**config.mk**
```make
export PLATFORM = sky130hd
export DESIGN_NAME = clk_period_meter
export DESIGN_NICKNAME = d
export VERILOG_FILES = /design/src/rtl/clk_period_meter.sv
export SDC_FILE = /design/constraint.sdc
export NUM_CORES = 1
export LEC_CHECK = 0
export BUFFER_PORTS_ARGS = -buffer_cell sky130_fd_sc_hd__buf_2
export CORE_MARGIN = 4
export CORE_UTILIZATION = 55
export DETAILED_ROUTE_END_ITERATION = 8
export GPL_TIMING_DRIVEN = 0
export PLACE_DENSITY = 0.74
export SETUP_SLACK_MARGIN = 0.15
export SYNTH_ARGS = -nofsm -noshare
export SYNTH_HDL_FRONTEND = slang
export SYNTH_SLANG_ARGS = --single-unit
```
**constraint.sdc**
```tcl
create_clock -name clk -period 4.7 [get_ports clk]
set_input_delay 0.235 -clock clk [delete_from_list [all_inputs] [get_ports clk]]
set_output_delay 0.235 -clock clk [all_outputs]
set_load 0.02 [all_outputs]
```
**src/rtl/clk_period_meter.sv**
```systemverilog
// Measures the half-period of a slow, asynchronous clk_in in clk cycles and
// tracks lock against an expected half-period, with a no-edge timeout.
module clk_period_meter #(
    parameter int WIDTH    = 17,
    parameter int N_EXP    = 5000,
    parameter int TOL      = 4,
    parameter int LOCK_CNT = 4,
    parameter int TMO      = 20000
) (
    input  logic             clk,
    input  logic             reset,
    input  logic             clk_in,
    output logic [WIDTH-1:0] half_period,
    output logic             meas_valid,
    output logic             good,
    output logic             locked,
    output logic             timeout
);
    localparam int GW = $clog2(LOCK_CNT + 1);
    localparam int LO = (N_EXP > TOL) ? N_EXP - TOL : 0;
    localparam int HI = N_EXP + TOL;
    localparam logic [WIDTH-1:0] CNT_MAX   = '1;
    localparam logic [WIDTH-1:0] CNT_TMO   = WIDTH'(TMO - 1);
    localparam logic [GW-1:0]    GOOD_FULL = GW'(LOCK_CNT);

    typedef enum logic [1:0] {
        SEEK,
        MEASURE,
        LOCKED
    } state_t;

    state_t           state, state_next;
    logic             s1, s2, s3;
    logic [WIDTH-1:0] cnt;
    logic [GW-1:0]    good_cnt, good_cnt_next;
    logic             edge_det, measuring, tmo_hit, meas_ok;
    logic [WIDTH:0]   h_p0;

    // One bit wider than the counter so cnt+1 and the window bounds never wrap.
    function automatic logic in_tol(input logic [WIDTH:0] h);
        return (h >= (WIDTH+1)'(LO)) && (h <= (WIDTH+1)'(HI));
    endfunction

    always_comb begin
        edge_det      = s2 ^ s3;
        measuring     = (state != SEEK);
        h_p0          = {1'b0, cnt} + (WIDTH+1)'(1);
        meas_ok       = in_tol(h_p0);
        tmo_hit       = measuring && !edge_det && (cnt == CNT_TMO);
        good_cnt_next = good_cnt;
        state_next    = state;

        if (edge_det && measuring) begin
            if (!meas_ok)
                good_cnt_next = '0;
            else if (good_cnt != GOOD_FULL)
                good_cnt_next = good_cnt + GW'(1);
        end else if (tmo_hit) begin
            good_cnt_next = '0;
        end

        case (state)
            SEEK: begin
                if (edge_det)
                    state_next = MEASURE;
            end
            MEASURE, LOCKED: begin
                // An edge on the threshold cycle wins over the timeout.
                if (edge_det)
                    state_next = (good_cnt_next == GOOD_FULL) ? LOCKED : MEASURE;
                else if (tmo_hit)
                    state_next = SEEK;
            end
            default: state_next = SEEK;
        endcase
    end

    always_ff @(posedge clk or posedge reset) begin
        if (reset)
            state <= SEEK;
        else
            state <= state_next;
    end

    // Stage p0: synchronizer, free-running counter, registered outputs
    always_ff @(posedge clk or posedge reset) begin
        if (reset) begin
            s1          <= 1'b0;
            s2          <= 1'b0;
            s3          <= 1'b0;
            cnt         <= '0;
            good_cnt    <= '0;
            half_period <= '0;
            meas_valid  <= 1'b0;
            good        <= 1'b0;
            locked      <= 1'b0;
            timeout     <= 1'b0;
        end else begin
            s1       <= clk_in;
            s2       <= s1;
            s3       <= s2;
            good_cnt <= good_cnt_next;

            if (edge_det)
                cnt <= '0;
            else if (cnt != CNT_MAX)
                cnt <= cnt + WIDTH'(1);

            meas_valid <= edge_det && measuring;
            if (edge_det && measuring) begin
                half_period <= h_p0[WIDTH-1:0];
                good        <= meas_ok;
            end

            locked <= (state_next == LOCKED);

            if (edge_det)
                timeout <= 1'b0;
            else if (tmo_hit)
                timeout <= 1'b1;
        end
    end
endmodule
```
==> results of run 1 <==
==> repair_timing <==
action	in CTS	in global routing
hold endpoints to repair	18	0
endpoints found under the setup margin	0	1
buffers inserted	0	0
gates resized for setup	0	1
hold buffers	1	0
==> power groups by stage <==
stage / Clock [mW] / Sequential (mW) / Combinational (mW)
6_report: 0.248 / 0.454 / 0.260
5_1_grt: 0.272 / 0.460 / 0.291
4_1_cts: 0.252 / 0.455 / 0.262
3_5_place_dp: 0 / 0.463 / 0.260
3_3_place_gp: 0 / 0.461 / 0.255
2_1_floorplan: 0 / 0.489 / 0.157
==> placed cells by master (no fill, tap or decap), types with 2 or more instances in the layout <==
cell,n
and2_1,3
nand4_1,7
nor4_1,3
nor4_4,2
nand2_1,31
nand3_1,10
clkbuf_2,2
clkbuf_8,6
nor2_1,23
or2_2,2
xor2_1,9
nor2b_1,4
and3_1,7
dfrtp_1,46
o21ai_0,23
a21oi_1,8
mux2i_1,3
nand3b_1,4
ha_1,7
a31oi_1,4
a31o_2,2
inv_1,8
or3_1,5
nor3_1,7
o22ai_1,2
buf_2,29
clkbuf_1,13
xnor2_1,19
==> flip-flops by register name, summed over array words and instances (netlist names), 2 cells and up <==
signal,cells
good_cnt,3
half_period,17
state,2
cnt,17
==> how the worst max path moves through the flow <==
stage                         end  cells past startpoint               start
2_1_floorplan  state[0]$_DFF_PP0_                     14  cnt[1]$_DFFE_PP0P_
3_3_place_gp   state[0]$_DFF_PP0_                     14  cnt[1]$_DFFE_PP0P_
3_5_place_dp   state[0]$_DFF_PP0_                     14  cnt[1]$_DFFE_PP0P_
4_1_cts        state[0]$_DFF_PP0_                     14  cnt[1]$_DFFE_PP0P_
5_1_grt        state[0]$_DFF_PP0_                     14  cnt[1]$_DFFE_PP0P_
6_report       state[0]$_DFF_PP0_                     14  cnt[1]$_DFFE_PP0P_
==> cell type report <==
type                            count  area (µm²)
Clock inverter                      1        5.00
Sequential cell                    46        1150
Tap cell                           52        65.1
Inverter                            9        33.8
Fill cell                         391        1570
Buffer                             22        96.3
Multi-Input combinational cell    200        1260
Timing Repair Buffer               25         145
Clock buffer                        7        86.3
==> critical path: stages, from the launching register on <==
cell and delay (ns):
dfrtp_1 0.49, ha_1 0.22, clkbuf_1 0.33, nand3_1 0.21, nor4_4 0.28, and3_1 0.26, and3_1 0.17, ha_1 0.27
nor3b_1 0.28, o41ai_1 0.13, a211o_1 0.31, nor4_4 0.41, a31o_2 0.24, a31oi_1 0.08, or3_1 0.38
==> per-layer routing <==
layer  global-route usage, %  wire [µm]
met1                    28.8       2620
met2                    31.6       2350
met3                    4.09        325
met4                    5.63         53
met5                       0          0
==> logic make-up (layout without fill, tap and decap cells) <==
kind of cell / after synthesis / count (layout) / synth area share (%)
flip-flops: 46 / 46 / 45.5
AO/OA/AOI/OAI: 47 / 47 / 11.1
XOR/XNOR: 28 / 28 / 9.69
buffers and inverters: 31 / 64 / 5.14
adder cells (fa/ha/maj): 7 / 7 / 3.46
AND/OR/NAND/NOR: 115 / 115 / 23.9
multiplexers: 3 / 3 / 1.19
==> summary.txt, run 1 <==
Status
  – Status: completed

Setup path
  – WP data arrival: 4.37 ns
  – Startpoint type of the worst setup path: flop
  – Critical path class: flop to flop
  – Worst Reg-to-Reg Cells: 14
  – Worst EP required: 4.87 ns
  – Crit-path max FO: 10
  – Internal reg-to-reg setup slack: 0.50 ns
  – Capturing element type of the critical path: flop
  – Reg2reg start: cnt[1]$_DFFE_PP0P_
  – R2R Path End: state[0]$_DFF_PP0_

Cells and area
  – Ant. Diodes: 0
  – Fin util: 64.3%
  – Final Instance Count excl. Fillers: 362
  – Post-route cell area: 2840 µm²
  – Area Overhead vs Synth: 12.3%
  – Final nets: 319
  – Share of layout cells above drive strength 1: 15.8%

Floorplanning
  – Die area: 5750 µm²
  – Row count: 24
  – Core box area: 4410 µm²
  – Initial Util: 57.3%
  – Vert. Die Dim: 75.8 µm
  – Die X: 75.8 µm
  – IO Count: 24

Pwr
  – Net Sw Frac: 33.5%
  – Sequential share of power: 47.2%
  – Int Power: 0.640 mW
  – P_leak: 1.31 nW
  – Max IR drop VDD: 0.131 mV
  – Clock Power Share: 25.8%
  – Combinational share of power: 27.0%
  – Pwr/cell area: 338 nW/µm²
  – Net Sw Power: 0.322 mW
  – Total power: 0.961 mW

GRT
  – Initial antenna violation count: 0
  – Gr ovfl total: 0
  – Vias in the first global route: 1881
  – Largest net degree at the start of global routing: 29
  – First-pass GRT wire length: 8.81 mm
  – Total Routing Usage GR: 20.3%

Hold path
  – Hold Path Class: input port to flop
  – Worst Hold Path EP: s1$_DFF_PP0_
  – HP Start: clk_in
  – Worst Hold Depth: 1

Logic synthesis
  – Top post-synthesis cells by area: dfrtp_1 45%, xnor2_1 6.6%, nand2_1 4.6%
  – Top cells by count, synth: 46 x dfrtp_1, 31 x nand2_1, 23 x nor2_1, 23 x o21ai_0, 19 x xnor2_1
  – Async SR Flop Fraction: 100%
  – Gate Count Post-Synth: 277
  – Top-count cell post-synth: dfrtp_1
  – Synth Cell Area: 2530 µm²
  – Register area share after synthesis: 45.5%
  – Synth Area per Inst: 9.13 µm²
  – Synth Register Bits: 46
  – Distinct cell type count after synthesis: 45
  – Yosys warnings: 0
  – Post-synth EDFFs: 0
  – Syn_nets: 287
  – Top-area cell type share of the netlist area: 45.5%
  – Top_reg_cell synth: dfrtp_1
  – Largest area contributor in the netlist: dfrtp_1

Clock tree
  – Num CTS Buffers: 5
  – TritonCTS clock tree: yes
  – CTS clk-pin slew, worst paths: 0.08 ns
  – Sink Count: 46
  – H-tree depth: 2
  – Root Buffer: clkbuf_8
  – CTS Buffer Depth: 2
  – Clock latency on the worst-skew pair: 0.30 ns

Place
  – Port Buffer Count: 23
  – GPL Wtd Cong: 0.871
  – Post-Place Cells: 353
  – DP Area: 2730 µm²
  – Hpwl dp: 3.94 mm
  – DP Worst Slack: 0.465 ns

Timing
  – Worst-margin pin slew: 0.644 ns
  – Tcrit/Tclk final: 89.4%
  – Final worst slack: 0.497 ns
  – Max-slew violation count: 0
  – Fmax: 238 MHz
  – Setup_tns: 0 ns
  – Worst Skew: 0.00776 ns
  – Final Hold Viols: 0
  – Worst hold margin: 0.0429 ns
  – Count of final setup violators: 0
  – Min cycle time layout: 4.20 ns
  – Slew HR: 56.6%
  – RSZ-0062 raised after global routing: no

Drt
  – Via-to-Cell Ratio: 5.53
  – Drt wl/cell: 14.8 µm
  – Drt initial violations: 173
  – Post-route ant nets: 0
  – Drt pass-1 iters: 5
  – WL final: 5.35 mm
  – Via count: 2003
  – Remaining DRCs: 0

Job
  – Number of max-cap violations: 0
Note: power is estimated with default switching activity, not from simulation.
==> run 2, diff against run 1 <==
CORE_UTILIZATION = 35   (was 55)
CTS_CLUSTER_SIZE = 25   (was default)
PLACE_DENSITY = 0.51   (was 0.74)
==> summary.txt, run 2 (synthesis results as in run 1) <==
Status
  – Status: completed

GRT
  – Vias in the first global route: 1982 (+5.4%)
  – First-pass GRT wire length: 9.89 mm (+12%)
  – Total Routing Usage GR: 14.4% (-5.9 points)
  – Largest net degree at the start of global routing: 26 (-10%)
  – Initial antenna violation count: 0 (unchanged)
  – Gr ovfl total: 0 (unchanged)

Setup path
  – Worst EP required: 4.88 ns (about the same)
  – R2R Path End: state[0]$_DFF_PP0_
  – Startpoint type of the worst setup path: flop
  – Worst path top cell family by delay: simple AND/OR/NAND/NOR gates
  – Critical path class: flop to flop
  – Internal reg-to-reg setup slack: 0.59 ns (+0.09 ns)
  – Worst path bufs/invs: 1 (unchanged)
  – Biggest cell delay along the critical path: 0.50 ns (about the same)
  – Max stage delay cell, worst path: dfrtp_1
  – WP data arrival: 4.30 ns (-0.07 ns)
  – Crit-path max FO: 10 (unchanged)
  – Worst Reg-to-Reg Cells: 14 (unchanged)
  – Reg2reg start: cnt[1]$_DFFE_PP0P_
  – Capturing element type of the critical path: flop
  – Crit-path cells: ha_1, clkbuf_2, nand3_1, nor4_4, and3_1, and3_1, ha_1, nor3b_1, o41ai_1, a211o_1, nor4_4, a31o_2, a31oi_1, or3_1

Timing
  – Max-slew violation count: 0 (unchanged)
  – Min cycle time layout: 4.11 ns (-0.0879 ns)
  – Tcrit/Tclk final: 87.5% (-1.9 points)
  – Slew HR: 56.1% (-0.47 points)
  – RSZ-0062 raised after global routing: no
  – Fmax: 243 MHz (+2.1%)
  – Worst hold margin: 0.0342 ns (-0.00873 ns)
  – Setup_tns: 0 ns (unchanged)
  – Worst Skew: 0.00850 ns (+0.000746 ns)
  – Count of final setup violators: 0 (unchanged)
  – Final Hold Viols: 0 (unchanged)
  – Worst-margin pin slew: 0.651 ns (+0.00695 ns)

Drt
  – Remaining DRCs: 0 (unchanged)
  – Post-route ant nets: 0 (unchanged)
  – Via count: 2052 (+2.4%)
  – Drt wl/cell: 14.4 µm (-2.9%)
  – Drt initial violations: 133 (-23%)
  – WL final: 5.83 mm (+8.9%)
  – Drt pass-1 iters: 4 (-1)
  – Via-to-Cell Ratio: 5.05 (-8.7%)

Hold path
  – Worst Hold Depth: 1 (unchanged)
  – Hold Path Class: input port to flop
  – Worst Hold Path EP: s1$_DFF_PP0_
  – HP Start: clk_in

Cells and area
  – Final Instance Count excl. Fillers: 406 (+12%)
  – Final nets: 319 (unchanged)
  – Largest registers: cnt: 17 flops, half_period: 17 flops, good_cnt: 3 flops
  – Post-route cell area: 2950 µm² (+3.8%)
  – Ant. Diodes: 0 (unchanged)
  – # fillers: 744 (+90%)
  – Share of layout cells above drive strength 1: 16.5% (+0.65 points)
  – Area Overhead vs Synth: 16.5%
  – Most frequent cells in the layout: 46 x dfrtp_1, 31 x nand2_1, 29 x buf_2, 23 x o21ai_0, 23 x nor2_1
  – Commonest non-fill, non-tap cell in the layout: dfrtp_1

Floorplanning
  – Vert. Die Dim: 93.0 µm (+23%)
  – IO Count: 24 (unchanged)
  – Initial Util: 36.6% (-21 points)
  – Core box area: 6910 µm² (+56%)
  – Row count: 30 (+25%)
  – Die X: 93.0 µm (+23%)
  – Die area: 8650 µm² (+51%)

Clock tree
  – H-tree depth: 2 (unchanged)
  – Num CTS Buffers: 5 (unchanged)
  – CTS clk-pin slew, worst paths: 0.09 ns (about the same)
  – TritonCTS clock tree: yes
  – Clock latency on the worst-skew pair: 0.30 ns (about the same)
  – CTS Buffer Depth: 2 (unchanged)
  – Setup bufs post-CTS: 0 (unchanged)
  – Sink Count: 46 (unchanged)
  – Root Buffer: clkbuf_8

Place
  – DP Area: 2790 µm² (+2.0%)
  – Hpwl dp: 4.16 mm (+5.6%)
  – Post-Place Cells: 397 (+12%)
  – GPL Wtd Cong: 0.814 (-6.5%)
  – Port Buffer Count: 23 (unchanged)

Pwr
  – Max IR drop VDD: 0.180 mV (+37%)
  – Total power: 1.08 mW (+13%)
  – P_leak: 1.34 nW (+2.0%)
  – Pwr/cell area: 368 nW/µm² (+8.6%)

Job
  – Number of max-cap violations: 0 (unchanged)
-- run 2: worst max-delay path by stage --
stage                       start                 end  cells after the start
3_3_place_gp   cnt[1]$_DFFE_PP0P_  state[0]$_DFF_PP0_                     14
2_1_floorplan  cnt[1]$_DFFE_PP0P_  state[0]$_DFF_PP0_                     14
5_1_grt        cnt[1]$_DFFE_PP0P_  state[0]$_DFF_PP0_                     14
4_1_cts        cnt[1]$_DFFE_PP0P_  state[0]$_DFF_PP0_                     14
6_report       cnt[1]$_DFFE_PP0P_  state[0]$_DFF_PP0_                     14
3_5_place_dp   cnt[1]$_DFFE_PP0P_  state[0]$_DFF_PP0_                     14
-- run 2: per-layer routing --
layer | up-vias | global-route usage, % | routed length, µm
met3 | 8 | 2.98 | 257
li1 | 1014 | - | -
met1 | 983 | 19.6 | 2800
met4 | 0 | 4.15 | 87
met5 | - | 0 | 0
met2 | 47 | 23.2 | 2690
-- run 2: report_power, final --
group	internal, mW	leakage (nW)	switching [mW]	total [mW]
Clock	0.227	0.0714	0.141	0.367
Sequential	0.432	0.623	0.0221	0.454
Combinational	0.0881	0.642	0.174	0.262
Total	0.747	1.34	0.337	1.08
-- run 2: repair_timing --
action / 4_1_cts / 5_1_grt
hold buffers: 1 / 0
gates resized for setup: 0 / 3
hold endpoints to repair: 21 / 0
endpoints found under the setup margin: 0 / 1
-- run 2: cell type report --
| cell class | count | area (µm²) | share of cell area (%) |
|---|---|---|---|
| well taps | 96 | 120 | 4.07 |
| clock buffers | 6 | 82.6 | 2.80 |
| multi-input cells | 200 | 1260 | 42.7 |
| inverters | 9 | 33.8 | 1.15 |
| clock inverters | 2 | 60.1 | 2.04 |
| repair buffers | 25 | 145 | 4.92 |
| flip-flops and latches | 46 | 1150 | 39.0 |
| plain buffers | 22 | 97.6 | 3.31 |
-- run 2: through the flow --
step	worst slack [ns]	util, %
2_1_floorplan	1.11	-
3_3_place_gp	0.320	40.0
3_5_place_dp	0.360	40.3
4_1_cts	0.333	42.5
5_1_grt	0.286	42.7
6_report	0.585	42.7
-- run 2: worst reg2reg max path: stages (launching register included) --
cell and delay (ns):
dfrtp_1 0.50, ha_1 0.22, clkbuf_2 0.22, nand3_1 0.20, nor4_4 0.30, and3_1 0.26, and3_1 0.19, ha_1 0.26
nor3b_1 0.29, o41ai_1 0.12, a211o_1 0.32, nor4_4 0.44, a31o_2 0.26, a31oi_1 0.08, or3_1 0.34
==> run 3, diff against run 2 <==
CORE_ASPECT_RATIO = 0.5   (was default)
==> summary.txt, run 3 (synthesis results as in run 1) <==
Status
  – Status: completed

GRT
  – Total Routing Usage GR: 15.2% (+0.81 points)
  – First-pass GRT wire length: 10.2 mm (+3.4%)
  – Gr ovfl total: 0 (unchanged)
  – Largest net degree at the start of global routing: 25 (-3.8%)
  – Initial antenna violation count: 0 (unchanged)
  – Vias in the first global route: 2058 (+3.8%)

Timing
  – Max-slew violation count: 0 (unchanged)
  – Worst-margin pin slew: 0.716 ns (+0.0645 ns)
  – Final worst slack: 0.483 ns (-0.102 ns)
  – Worst hold margin: 0.0532 ns (+0.0190 ns)
  – Worst Skew: 0.00353 ns (-0.00497 ns)
  – Tcrit/Tclk final: 89.7% (+2.2 points)
  – RSZ-0062 raised after global routing: no
  – Fmax: 237 MHz (-2.4%)
  – Slew HR: 51.8% (-4.3 points)
  – Min cycle time layout: 4.22 ns (+0.102 ns)
  – Final Hold Viols: 0 (unchanged)
  – Count of final setup violators: 0 (unchanged)
  – Setup_tns: 0 ns (unchanged)

Pwr
  – Net Sw Power: 0.338 mW (+0.50%)
  – P_leak: 1.34 nW (+0.63%)
  – Max IR drop VDD: 0.162 mV (-10%)
  – Int Power: 0.762 mW (+1.9%)
  – Net Sw Frac: 30.8% (-0.30 points)
  – Pwr/cell area: 371 nW/µm² (+0.88%)
  – Clock Power Share: 34.8% (+0.9 points)
  – Sequential share of power: 41.4% (-0.5 points)
  – Combinational share of power: 23.8% (-0.4 points)

Place
  – DP Worst Slack: 0.420 ns (+0.0592 ns)
  – Port Buffer Count: 23 (unchanged)
  – Hpwl dp: 4.36 mm (+4.9%)
  – Post-Place Cells: 393 (-1.0%)
  – GPL Wtd Cong: 0.814 (about the same)

Clock tree
  – Setup bufs post-CTS: 0 (unchanged)
  – Num CTS Buffers: 5 (unchanged)
  – TritonCTS clock tree: yes
  – Root Buffer: clkbuf_16
  – CTS clk-pin slew, worst paths: 0.06 ns (-0.03 ns)
  – Sink Count: 46 (unchanged)
  – Clock latency on the worst-skew pair: 0.28 ns (-0.02 ns)
  – CTS Buffer Depth: 2 (unchanged)
  – H-tree depth: 2 (unchanged)

Cells and area
  – Ant. Diodes: 0 (unchanged)
  – Fin util: 43.2% (+0.56 points)
  – Final Instance Count excl. Fillers: 402 (-0.99%)
  – Commonest non-fill, non-tap cell in the layout: dfrtp_1
  – Largest registers: cnt: 17 flops, half_period: 17 flops, good_cnt: 3 flops
  – Share of layout cells above drive strength 1: 16.1% (-0.32 points)
  – Area Overhead vs Synth: 17.2%
  – Final nets: 319 (unchanged)
  – Most frequent cells in the layout: 46 x dfrtp_1, 31 x nand2_1, 29 x buf_2, 23 x o21ai_0, 23 x nor2_1

Drt
  – Drt initial violations: 128 (-3.8%)
  – Remaining DRCs: 0 (unchanged)
  – Via-to-Cell Ratio: 5.13 (+1.4%)
  – Drt wl/cell: 14.7 µm (+2.1%)
  – Via count: 2061 (+0.44%)
  – Drt pass-1 iters: 4 (unchanged)
  – Post-route ant nets: 0 (unchanged)
  – WL final: 5.89 mm (+1.1%)

Floorplanning
  – Die X: 128 µm (+38%)
  – Row count: 21 (-30%)
  – Core box area: 6860 µm² (-0.71%)
  – Vert. Die Dim: 68.1 µm (-27%)
  – IO Count: 24 (unchanged)
  – Initial Util: 36.9% (+0.26 points)
  – Die area: 8740 µm² (+0.96%)

Setup path
  – Crit-path max FO: 10 (unchanged)
  – Internal reg-to-reg setup slack: 0.48 ns (-0.10 ns)
  – Startpoint type of the worst setup path: flop
  – Capturing element type of the critical path: flop
  – WP data arrival: 4.38 ns (+0.08 ns)
  – Critical path class: flop to flop
  – Worst EP required: 4.86 ns (-0.02 ns)

Job
  – Number of max-cap violations: 0 (unchanged)

Hold path
  – Hold Path Class: input port to flop
[run 3: metrics by stage]
stage | total power [mW] | instance area, µm²
global placement | 0.718 | 2760
floorplan | 0.646 | 2530
global route | 1.18 | 2970
detailed placement | 0.726 | 2780
finish | 1.10 | 2970
CTS | 1.12 | 2960
[run 3: final timing paths]
check / from / endpoint / cells past startpoint
max: cnt[1]$_DFFE_PP0P_ / state[0]$_DFF_PP0_ / 14
min: clk_in / s1$_DFF_PP0_ / 1
max reg2reg: cnt[1]$_DFFE_PP0P_ / state[0]$_DFF_PP0_ / 14
min reg2reg: s1$_DFF_PP0_ / s2$_DFF_PP0_ / 0
max in group asynchronous: reset / half_period[10]$_DFFE_PP0P_ / 4
min in group asynchronous: reset / s1$_DFF_PP0_ / 3
[run 3: critical path, cell delays in order (launching register included)]
cell      delay, ns
dfrtp_1        0.49
ha_1           0.23
clkbuf_1       0.34
nand3_1        0.22
nor4_4         0.30
and3_1         0.27
and3_1         0.20
ha_1           0.27
nor3b_1        0.24
o41ai_1        0.12
a211o_1        0.32
nor4_4         0.42
a31o_2         0.26
a31oi_1        0.08
or3_1          0.35
[run 3: final cells by class]
class | count | area (µm²)
inverter | 9 | 33.8
tap | 92 | 115
sequential | 46 | 1150
multi-input combinational | 200 | 1260
clock buffer | 8 | 166
fill | 675 | 3890
buffer | 22 | 96.3
timing repair buffer | 25 | 145
[run 3: power by group through the flow]
stage          combinational, mW  clock [mW]  sequential (mW)
3_5_place_dp               0.263           0            0.464
4_1_cts                    0.265       0.395            0.457
5_1_grt                    0.294       0.419            0.462
6_report                   0.261       0.383            0.456
3_3_place_gp               0.256           0            0.462
2_1_floorplan              0.157           0            0.489
[run 3: per-layer routing]
metal	wire length (µm)	part of all wire (%)	GRT usage (%)
met5	0	0	0
met4	32	0.54	5.03
met3	394	6.7	3.98
met2	2360	40	22.2
met1	3100	53	21.9
[run 3: timing repair]
item,CTS,global route
endpoints found under the hold margin,3,0
endpoints found under the setup margin,0,1
hold buffers,1,0
resized for setup,0,1
